--- config.mk ---
export PLATFORM = sky130hd
export DESIGN_NAME = pipelined_adder
export DESIGN_NICKNAME = d
export VERILOG_FILES = /design/src/rtl/adder_pkg.sv /design/src/rtl/adder_stage.sv /design/src/rtl/pipelined_adder.sv
export SDC_FILE = /design/constraint.sdc
export NUM_CORES = 1
export LEC_CHECK = 0
export ABC_AREA = 0
export BUFFER_PORTS_ARGS = -buffer_cell sky130_fd_sc_hd__buf_2
export CORE_ASPECT_RATIO = 1.25
export CORE_MARGIN = 2
export CORE_UTILIZATION = 52
export CTS_CLUSTER_DIAMETER = 80
export DETAILED_ROUTE_END_ITERATION = 8
export HOLD_SLACK_MARGIN = 0.03
export PLACE_DENSITY = 0.76
export SYNTH_ARGS = -nofsm -noshare
export SYNTH_HDL_FRONTEND = slang
export SYNTH_SLANG_ARGS = --single-unit
--- constraint.sdc ---
create_clock -name clk -period 3.53 [get_ports clk]
set_input_delay 0.1765 -clock clk [delete_from_list [all_inputs] [get_ports clk]]
set_output_delay 0.1765 -clock clk [all_outputs]
set_load 0.03 [all_outputs]
--- src/rtl/adder_pkg.sv ---
// adder_pkg: shared op-mode encoding and per-stage payload for pipelined_adder.
// Payload vectors are sized to ADDER_MAX_W; a pipelined_adder instance uses
// the low WIDTH bits, so WIDTH must not exceed ADDER_MAX_W.
package adder_pkg;

   localparam int ADDER_MAX_W = 64;

   // Operation mode, carried on the 'sub' input.
   typedef enum logic {
      ADD = 1'b0,
      SUB = 1'b1
   } op_mode_e;

   // Everything an operation needs while it walks down the pipeline.
   typedef struct packed {
      logic                   valid;   // stage holds a live operation
      logic [ADDER_MAX_W-1:0] a_rem;   // operand a (slices past this stage still pending)
      logic [ADDER_MAX_W-1:0] b_rem;   // operand b, already inverted for subtract
      logic [ADDER_MAX_W-1:0] sum;     // sum slices finished so far
      logic                   carry;   // carry out of the last finished slice
      logic                   a_sign;  // msb of a, for signed overflow
      logic                   b_sign;  // msb of effective b, for signed overflow
   } stage_t;

endpackage

--- src/rtl/adder_stage.sv ---
// adder_stage: purely combinational CHUNK-bit ripple-carry slice adder.
module adder_stage #(
   parameter int W = 8
) (
   input  logic [W-1:0] a,
   input  logic [W-1:0] b,
   input  logic         cin,
   output logic [W-1:0] s,
   output logic         cout
);

   // Ripple the carry bit by bit across the slice.
   always_comb begin
      logic c;
      // NOTE: blocking '=' here is deliberate: c must update within one pass
      // of the loop; sequential state elsewhere uses '<=' only.
      s = '0;
      c = cin;
      for (int i = 0; i < W; i++) begin
         s[i] = a[i] ^ b[i] ^ c;
         c    = (a[i] & b[i]) | (c & (a[i] ^ b[i]));
      end
      cout = c;
   end

endmodule

--- src/rtl/pipelined_adder.sv ---
// pipelined_adder: WIDTH-bit add/subtract split into STAGES ripple slices,
// one slice per pipeline stage, with valid/ready flow control and flush.
// Optional feature: define PIPELINED_ADDER_OVERFLOW_EN to add the 'overflow'
// output (signed two's-complement overflow, aligned with sum).
module pipelined_adder
   import adder_pkg::*;
#(
   parameter int WIDTH  = 32,
   parameter int STAGES = 4
) (
   input  logic             clk,
   input  logic             rst_aN,
   input  logic             flush,
   input  logic             in_valid,
   output logic             in_ready,
   input  logic [WIDTH-1:0] a,
   input  logic [WIDTH-1:0] b,
   input  logic             cin,
   input  logic             sub,
   output logic             out_valid,
   input  logic             out_ready,
   output logic [WIDTH-1:0] sum,
`ifdef PIPELINED_ADDER_OVERFLOW_EN
   output logic             cout,
   output logic             overflow
`else
   output logic             cout
`endif
);

   localparam int CHUNK = WIDTH / STAGES;

   logic [STAGES-1:0] valid_vec;
   logic [STAGES-1:0] adv;
   logic [WIDTH-1:0]  b_eff;
   logic              c0;
   stage_t            last_q;

   logic [CHUNK-1:0]  slice_a  [STAGES];
   logic [CHUNK-1:0]  slice_b  [STAGES];
   logic [CHUNK-1:0]  slice_s  [STAGES];
   logic              slice_ci [STAGES];
   logic              slice_co [STAGES];

   // Mode handling at stage 0 entry: subtract is a + ~b + 1, cin ignored.
   always_comb begin
      b_eff = (op_mode_e'(sub) == SUB) ? ~b : b;
      c0    = (op_mode_e'(sub) == SUB) ? 1'b1 : cin;
   end

   // A stage advances when it or any later stage is empty, or the output drains.
   always_comb begin
      adv = '0;
      for (int k = 0; k < STAGES; k++) begin
         adv[k] = out_ready;
         for (int j = k; j < STAGES; j++) begin
            if (!valid_vec[j]) adv[k] = 1'b1;
         end
      end
   end

   assign in_ready = adv[0] && !flush;

   for (genvar k = 0; k < STAGES; k++) begin : g_stage
      stage_t stage_q;
      stage_t stage_d;

      assign valid_vec[k] = stage_q.valid;

      adder_stage #(.W(CHUNK)) u_slice (
         .a    (slice_a[k]),
         .b    (slice_b[k]),
         .cin  (slice_ci[k]),
         .s    (slice_s[k]),
         .cout (slice_co[k])
      );

      if (k == 0) begin : g_first
         assign slice_a[k]  = a[0 +: CHUNK];
         assign slice_b[k]  = b_eff[0 +: CHUNK];
         assign slice_ci[k] = c0;

         // Stage 0 captures a new operation and its lowest sum slice.
         always_comb begin
            stage_d = stage_q;
            if (adv[k]) begin
               stage_d.valid            = in_valid && in_ready;
               stage_d.a_rem            = ADDER_MAX_W'(a);
               stage_d.b_rem            = ADDER_MAX_W'(b_eff);
               stage_d.sum              = '0;
               stage_d.sum[0 +: CHUNK]  = slice_s[k];
               stage_d.carry            = slice_co[k];
`ifdef PIPELINED_ADDER_OVERFLOW_EN
               stage_d.a_sign           = a[WIDTH-1];
               stage_d.b_sign           = b_eff[WIDTH-1];
`else
               stage_d.a_sign           = 1'b0;
               stage_d.b_sign           = 1'b0;
`endif
            end
            if (flush) stage_d.valid = 1'b0;
         end
      end else begin : g_next
         assign slice_a[k]  = g_stage[k-1].stage_q.a_rem[k*CHUNK +: CHUNK];
         assign slice_b[k]  = g_stage[k-1].stage_q.b_rem[k*CHUNK +: CHUNK];
         assign slice_ci[k] = g_stage[k-1].stage_q.carry;

         // Stage k takes its predecessor's payload and adds slice k.
         always_comb begin
            stage_d = stage_q;
            if (adv[k]) begin
               stage_d                     = g_stage[k-1].stage_q;
               stage_d.sum[k*CHUNK +: CHUNK] = slice_s[k];
               stage_d.carry               = slice_co[k];
            end
            if (flush) stage_d.valid = 1'b0;
         end
      end

      // Pipeline register for stage k.
      always_ff @(posedge clk or negedge rst_aN) begin
         // NOTE: data fields are reset along with valid so sum/cout read zero
         // during reset; these are flops, not a memory, so this is cheap.
         if (!rst_aN) stage_q <= '0;
         else         stage_q <= stage_d;
      end

      if (k == STAGES - 1) begin : g_last
         assign last_q = stage_q;
      end
   end

   // Results come straight from the last pipeline register.
   always_comb begin
      out_valid = last_q.valid;
      sum       = last_q.sum[WIDTH-1:0];
      cout      = last_q.carry;
`ifdef PIPELINED_ADDER_OVERFLOW_EN
      overflow  = (last_q.a_sign == last_q.b_sign) && (sum[WIDTH-1] != last_q.a_sign);
`endif
   end

endmodule

==> summary.md, run 1 <==
| Metric | Value |
|---|---|
| Status | `completed` |
| Largest cells by area after synthesis | `dfrtp_1, mux2_2, fa_1, nand2_1, xnor2_1` |
| EDFF count, synth | `0` |
| Post-Synth Adder-Cell Area | `8.10%` |
| CP Class | `register to register` |
| # IOs | `106` |
| Final Setup Violations | `0` |
| Cell leakage power | `4.37 nW` |
| Layout cells sized above 1 | `35.3%` |
| Vias per cell | `5.12` |
| Worst slew pin tran | `between 1 and 1.5 ns` |
| HPWL Detailed | `10100 um` |
| Wire length on met3 | `499 um` |
| Worst endpoint required time | `3.88 ns` |
| Yosys top cell by area | `dfrtp_1` |
| Vias in the first global route | `5318` |
| Compound-Gate Fraction of Synth Area | `between 3 and 4%` |
| Overall routing resource usage | `20.9%` |
| Largest family of logic cells by synthesized area | `multiplexers` |
| Layout area overhead | `20.2%` |
| Worst Hold End | `g_stage[0].stage_q[88]` |
| RSZ-0062 raised after global routing | `true` |
| Total power | `5.52 mW` |
| Root buffer cell | `clkbuf_16` |
| PortBufs | `105` |
| Starting DRC count in detailed routing | `226` |
| Synthesized area | `7910 sq um` |
| Most common flop cell mapped by yosys | `dfrtp_1` |
| Design area | `9500 sq um` |
| Gpl congestion | `around 0.81` |
| Post-CTS setup buffer count | `0` |
| Post-synthesis mux area share | `13.4%` |
| Post-route clock period utilization | `around 100%` |
| Endpoint class of the critical path | `register` |
| DP Area | `8580 sq um` |
| First-pass DRT Iterations | `4` |
| WL met1 | `6690 um` |
| Die area | `16200 sq um` |
| Clock Skew | `0.0150 ns` |
| Pre-CTS setup slack | `-0.411 ns` |
| Std-Cell Core Area | `roughly 15000 sq um` |
| Mapped Cells | `641` |
| Post-DRT Antenna Nets | `0` |
| FMAX | `0.284 GHz` |
| Layout Nets | `870` |
| Grt ovf | `0` |
| Yosys warning total | `0` |
| Async SR Flop Fraction | `between 90% and 100%` |
| Clk buf depth | `2` |
| Share of the synthesized area in the top cell type | `58.2%` |
| Syn Area/Cell | `12.3 sq um` |
| R2r startpoint | `g_stage[1].stage_q[83]` |
| Max Fanout on Critical Path | `2` |
| DRC viols | `0` |
| VDD IR max | `0.000322 V` |
| Vias | `roughly 4900` |
| Synth Register Bits | `184` |
| Average wire per standard cell | `between 15 and 20 um` |
| Critical R2R Capture | `g_stage[2].stage_q[26]` |
| Worst EP arrival | `between 3 and 4 ns` |
| Starting density of the core | `between 50 and 60%` |
| Post-Synth XOR/XNOR Area | `3.54%` |
| R2R Setup Slk | `roughly 0.014 ns` |
| Worst min-delay path category | `primary input to register` |
| Setup crit start kind | `register` |
| Post-synthesis simple-gate area fraction | `9.68%` |
| Pwr/cell area | `580 nW/um^2` |
| Worst skew pair latency | `0.43 ns` |
| Yosys cell types | `25` |
| Hold path depth | `3` |
| Min cycle time layout | `3.52 ns` |
| Max Cap Viol | `0` |
| Die height | `142 um` |
| Chip width | `114 um` |
| Max Slew Vio Count | `0` |
| Fillers | `~1100` |
| Htree depth | `4` |
| Clock transition at the registers of the reported paths | `0.07 ns` |
| Sequential area share after synthesis | `58.2%` |
| TritonCTS buffer count | `17` |
| Met2 wire len | `8270 um` |
| # diodes | `0` |
| Net Count, Synth | `744` |
| Hold Path Origin | `b[21]` |
| Setup WS post-layout | `0.0139 ns` |
| Largest net degree at the start of global routing | `approximately 130` |
| Sink Count | `184` |
| Final count of hold timing violations | `0` |
| CTS tree | `built` |
| Max_slew headroom | `24.5%` |
| Final Routed Wirelength | `15700 um` |
| Reg2Reg Depth | `12` |
| Max Used Layer | `met4` |
| Std cell rows | `50` |
| Initial antenna violation count | `0` |
| First-pass GRT wire length | `~26000 um` |
[logic make-up after synthesis]
group | after synthesis
compound gates | 49
xor+xnor | 32
fa+ha+maj | 32
buf+inv | 68
flops | 184
mux | 91
simple gates | 185
[cell type report]
class | instances | area, sq um | area share [%]
Clock inverter | 15 | 144 | 1.51
Clock buffer | 17 | 425 | 4.48
Inverter | 32 | 120 | 1.26
Tap cell | 182 | 228 | 2.40
Multi-Input combinational cell | 389 | 3070 | 32.3
Sequential cell | 184 | 4600 | 48.4
Timing Repair Buffer | 143 | 911 | 9.58
[routing by layer]
metal  up-vias  GRT usage (%)
met5         -              0
met4         0           6.87
li1       2316              -
met3        15           4.19
met1      2493           26.9
met2       100           35.7
[power breakdown]
group | internal [mW] | leakage (nW) | switching, mW
logic | 0.439 | 1.95 | 0.566
clock network | 0.983 | 0.260 | 0.844
registers | 2.47 | 2.15 | 0.209
[cells in the final DEF, fill, tap and decap left out, types with 17 or more instances in the layout]
master         instances
mux2_2                81
clkbuf_16             17
inv_1                 24
nand2_1              137
dfrtp_1              184
fa_2                  25
buf_2                103
xnor2_1               29
dlygate4sd3_1         29
o21ai_0               40
nand3_1               30
[cells in the mapped netlist (3+ instances only)]
cell type,n
mux2_2,81
nor2_1,12
a21oi_1,8
clkbuf_2,3
fa_1,32
nand2_1,137
buf_4,4
inv_1,32
clkbuf_1,7
xnor2_1,30
o21ai_0,41
mux2_4,9
buf_2,19
nand3_1,30
dfrtp_1,184
[sequential cells by signal, indices dropped and copies added, names as in the netlist]
register / count
out_valid: 1
cout: 1
g_stage.stage_q: 150
sum: 32
[how the worst max path moves through the flow]
stage	slack, ns	cells past startpoint	from	to
2_1_floorplan	-0.39	15	sub	g_stage[0].stage_q[10]
3_3_place_gp	-0.38	14	sub	g_stage[0].stage_q[10]
3_5_place_dp	-0.41	14	sub	g_stage[0].stage_q[10]
4_1_cts	-0.01	12	g_stage[1].stage_q[83]	g_stage[2].stage_q[26]
5_1_grt	-0.1	12	g_stage[2].stage_q[2]	sum[31]
6_report	0.01	12	g_stage[1].stage_q[83]	g_stage[2].stage_q[26]
[stage by stage]
| step | std cells | setup TNS (ns) | hold WS, ns | util, % |
|---|---|---|---|---|
| CTS | 962 | -0.0142 | 0.0312 | 63.3 |
| detailed placement | 901 | -0.843 | 0.400 | 57.4 |
| finish | 962 | 0 | 0.0456 | 63.6 |
| global placement | 901 | -0.679 | 0.387 | 57.4 |
| global route | 962 | -0.243 | 0.0479 | 63.6 |
| floorplan | 641 | -0.394 | -0.119 | - |
[repair_timing]
item	in CTS	in global routing
setup endpoints to repair	3	4
pin swaps	2	10
gates resized for setup	11	20
hold buffers	29	0
hold endpoints to repair	155	0
[worst max-delay path, cell delays in order (launching register included)]
cell     delay (ns)
dfrtp_1        0.41
fa_2           0.40
inv_2          0.06
fa_1           0.16
inv_1          0.06
fa_2           0.36
fa_2           0.36
fa_2           0.35
fa_2           0.35
fa_2           0.32
inv_1          0.07
fa_1           0.42
a21oi_2        0.14
(Power assumes the default switching activity.)
==> run 2, diff against run 1 <==
--- a/config.mk
+++ b/config.mk
@@ -7,13 +7,15 @@
 export LEC_CHECK = 0
 export ABC_AREA = 0
 export BUFFER_PORTS_ARGS = -buffer_cell sky130_fd_sc_hd__buf_2
+export CELL_PAD_IN_SITES_DETAIL_PLACEMENT = 1
+export CELL_PAD_IN_SITES_GLOBAL_PLACEMENT = 2
 export CORE_ASPECT_RATIO = 1.25
 export CORE_MARGIN = 2
-export CORE_UTILIZATION = 52
+export CORE_UTILIZATION = 35
 export CTS_CLUSTER_DIAMETER = 80
 export DETAILED_ROUTE_END_ITERATION = 8
 export HOLD_SLACK_MARGIN = 0.03
-export PLACE_DENSITY = 0.76
+export PLACE_DENSITY_LB_ADDON = 0.1
 export SYNTH_ARGS = -nofsm -noshare
 export SYNTH_HDL_FRONTEND = slang
 export SYNTH_SLANG_ARGS = --single-unit
==> run 2 against run 1 <==
Net effect:
- worst hold slack got worse by 0.0026 ns
- final cell count rose by 11%
- clock-buffer cell count up 2
- die area grew 47%
- largest power group unchanged
- the run now ends with negative setup slack left
- critical path type unchanged
- register-to-register slack lost 0.04 ns
==> summary.md, run 2 (same netlist as run 1, synthesis figures left out) <==
| Metric | Value |
|---|---|
| Status | `complete, but fails checks` |
| Failing checks | `negative setup slack` |
| Worst slew pin tran | `0.762 ns (-0.368 ns)` |
| Average wire per standard cell | `16.9 um (+3.7%)` |
| Setup WS post-layout | `-0.0289 ns (-0.0428 ns)` |
| Die area | `23800 sq um (+47%)` |
| Critical R2R Capture | `g_stage[2].stage_q[26]` |
| PortBufs | `105 (unchanged)` |
| Reg2Reg Depth | `12 (unchanged)` |
| Worst skew pair latency | `0.43 ns (about the same)` |
| CP cell instances | `fa_2 -> inv_2 -> fa_2 -> inv_2 -> fa_2 -> fa_2 -> fa_2 -> fa_2 -> fa_2 -> inv_2 -> fa_1 -> a21oi_2` |
| Vias in the first global route | `5666 (+6.5%)` |
| R2R Setup Slk | `-0.03 ns (-0.04 ns)` |
| Setup crit start kind | `register` |
| RSZ-0062 raised after global routing | `true` |
| Layout Nets | `879 (+1.0%)` |
| Worst path max stage delay | `0.42 ns (about the same)` |
| Total power | `5.82 mW (+5.4%)` |
| Min cycle time layout | `3.56 ns (+0.0428 ns)` |
| Layout area overhead | `23.6%` |
| Clk buf depth | `2 (unchanged)` |
| Clock Skew | `0.00943 ns (-0.00561 ns)` |
| Root buffer cell | `clkbuf_16` |
| Vias | `5000 (+1.5%)` |
| Max reg flops | `150 (unchanged)` |
| Worst EP arrival | `3.91 ns (+0.04 ns)` |
| Sink Count | `184 (unchanged)` |
| Commonest cells after routing, fill and taps aside | `dfrtp_1, nand2_1, buf_2` |
| First-pass GRT wire length | `30000 um (+15%)` |
| DP Cell Count | `1005 (+12%)` |
| Final count of hold timing violations | `0 (unchanged)` |
| Chip width | `138 um (+21%)` |
| Max Fanout on Critical Path | `2 (unchanged)` |
| Grt ovf | `0 (unchanged)` |
| Final Setup Violations | `2 (+2)` |
| VDD IR max | `0.000324 V (+0.83%)` |
| Max Cap Viol | `0 (unchanged)` |
| CTS tree | `built` |
| Cell leakage power | `4.45 nW (+2.0%)` |
| Std cell rows | `61 (+22%)` |
| Post-DRT Antenna Nets | `0 (unchanged)` |
| HPWL Detailed | `11700 um (+16%)` |
| Overall routing resource usage | `16.3% (-4.6 points)` |
| Final Routed Wirelength | `18100 um (+16%)` |
| Reg with most FFs | `g_stage.stage_q` |
| Starting density of the core | `35.6% (-17 points)` |
| Gpl congestion | `0.722 (-11%)` |
| Std-Cell Core Area | `22200 sq um (+49%)` |
| TritonCTS buffer count | `17 (unchanged)` |
| Die height | `172 um (+21%)` |
| Met2 wire len | `9130 um (+10%)` |
| Largest net degree at the start of global routing | `93 (-27%)` |
| Most frequent CP cell | `fa_2` |
| Critical Path Sink | `g_stage[2].stage_q[26]` |
| Hold slack | `0.0430 ns (-0.00264 ns)` |
| Post-route clock period utilization | `101% (+1.2 points)` |
| Max_slew headroom | `49.2% (+25 points)` |
| Commonest non-fill, non-tap cell in the layout | `dfrtp_1` |
| Max Slew Vio Count | `0 (unchanged)` |
| Endpoint class of the critical path | `register` |
| Wire length on met3 | `667 um (+34%)` |
| Initial antenna violation count | `1 (+1)` |
| FMAX | `0.281 GHz (-1.2%)` |
| Final instance count without filler cells | `1072 (+11%)` |
| # diodes | `0 (unchanged)` |
| CP Class | `register to register` |
| # IOs | `106 (unchanged)` |
| Starting DRC count in detailed routing | `174 (-23%)` |
| Clock transition at the registers of the reported paths | `0.07 ns (about the same)` |
| DRC viols | `0 (unchanged)` |
| R2r startpoint | `g_stage[1].stage_q[83]` |
| WL met1 | `7990 um (+19%)` |
| Max Used Layer | `met5` |
| Htree depth | `4 (unchanged)` |
| Worst endpoint required time | `3.88 ns (about the same)` |
| Worst min-delay path category | `primary input to register` |
| Vias per cell | `4.66 (-8.9%)` |
| Pwr/cell area | `595 nW/um^2 (+2.5%)` |
| Cell at the slowest stage of the critical path | `fa_1` |
| Critical Path Source | `g_stage[1].stage_q[83]` |
| First-pass DRT Iterations | `4 (unchanged)` |
| Layout cells sized above 1 | `35.4% (+0.10 points)` |
-- run 2: cell types whose count changed in the layout (fill, tap and decap cells not counted), moves of 2 or more --
cell and change:
bufinv_16 +4, dlygate4sd3_1 +4, clkinvlp_4 -5, clkbuf_1 +2, buf_4 +7
-- run 2: worst min-delay path by stage --
stage	start	to	slack, ns	cells past startpoint
finish	b[12]	g_stage[0].stage_q[79]	0.04	3
global route	b[11]	g_stage[0].stage_q[78]	0.04	3
CTS	b[18]	g_stage[0].stage_q[85]	0.03	3
detailed placement	rst_aN	g_stage[0].stage_q[156]	0.31	1
global placement	rst_aN	g_stage[1].stage_q[157]	0.30	1
floorplan	rst_aN	cout	-0.12	0
-- run 2: where the power goes --
part / internal [mW] / switching, mW / leakage, nW
Combinational: 0.452 / 0.573 / 1.99
Clock: 1.27 / 0.842 / 0.314
Sequential: 2.47 / 0.205 / 2.15
Total: 4.20 / 1.62 / 4.45
-- run 2: area by class of cell --
type / count / area (sq um)
tap: 283 / 354
multi-input combinational: 389 / 3080
sequential: 184 / 4600
clock inverter: 13 / 218
timing repair buffer: 152 / 972
inverter: 32 / 120
fill: 2387 / 12400
clock buffer: 19 / 433
-- run 2: worst max-delay path: cells and delay by family, from the launching register on --
family / cells / cell delay (ns)
fa+ha+maj: 8 / 2.77
compound gates: 1 / 0.14
flops: 1 / 0.41
buf+inv: 3 / 0.16
-- run 2: routing by layer --
layer,global-route usage (%),vias to the layer above
met5,0,-
met4,5.81,2
met1,20.9,2549
met2,27.6,95
li1,-,2332
met3,3.54,22
-- run 2: stage by stage --
step	util, %	cell area [sq um]	setup TNS, ns	setup slack (ns)
floorplan	-	7930	-0.394	-0.394
global placement	39.3	8720	-0.835	-0.433
detailed placement	39.3	8720	-1.24	-0.480
CTS	43.9	9740	-0.243	-0.113
global route	44.0	9780	-0.341	-0.154
finish	44.0	9780	-0.0368	-0.0289
-- run 2: timing repair --
item,4_1_cts,5_1_grt
endpoints found under the setup margin,6,4
pin swaps,6,4
endpoints found under the hold margin,123,0
hold buffers,33,0
resized for setup,19,11
setup buffers,0,2
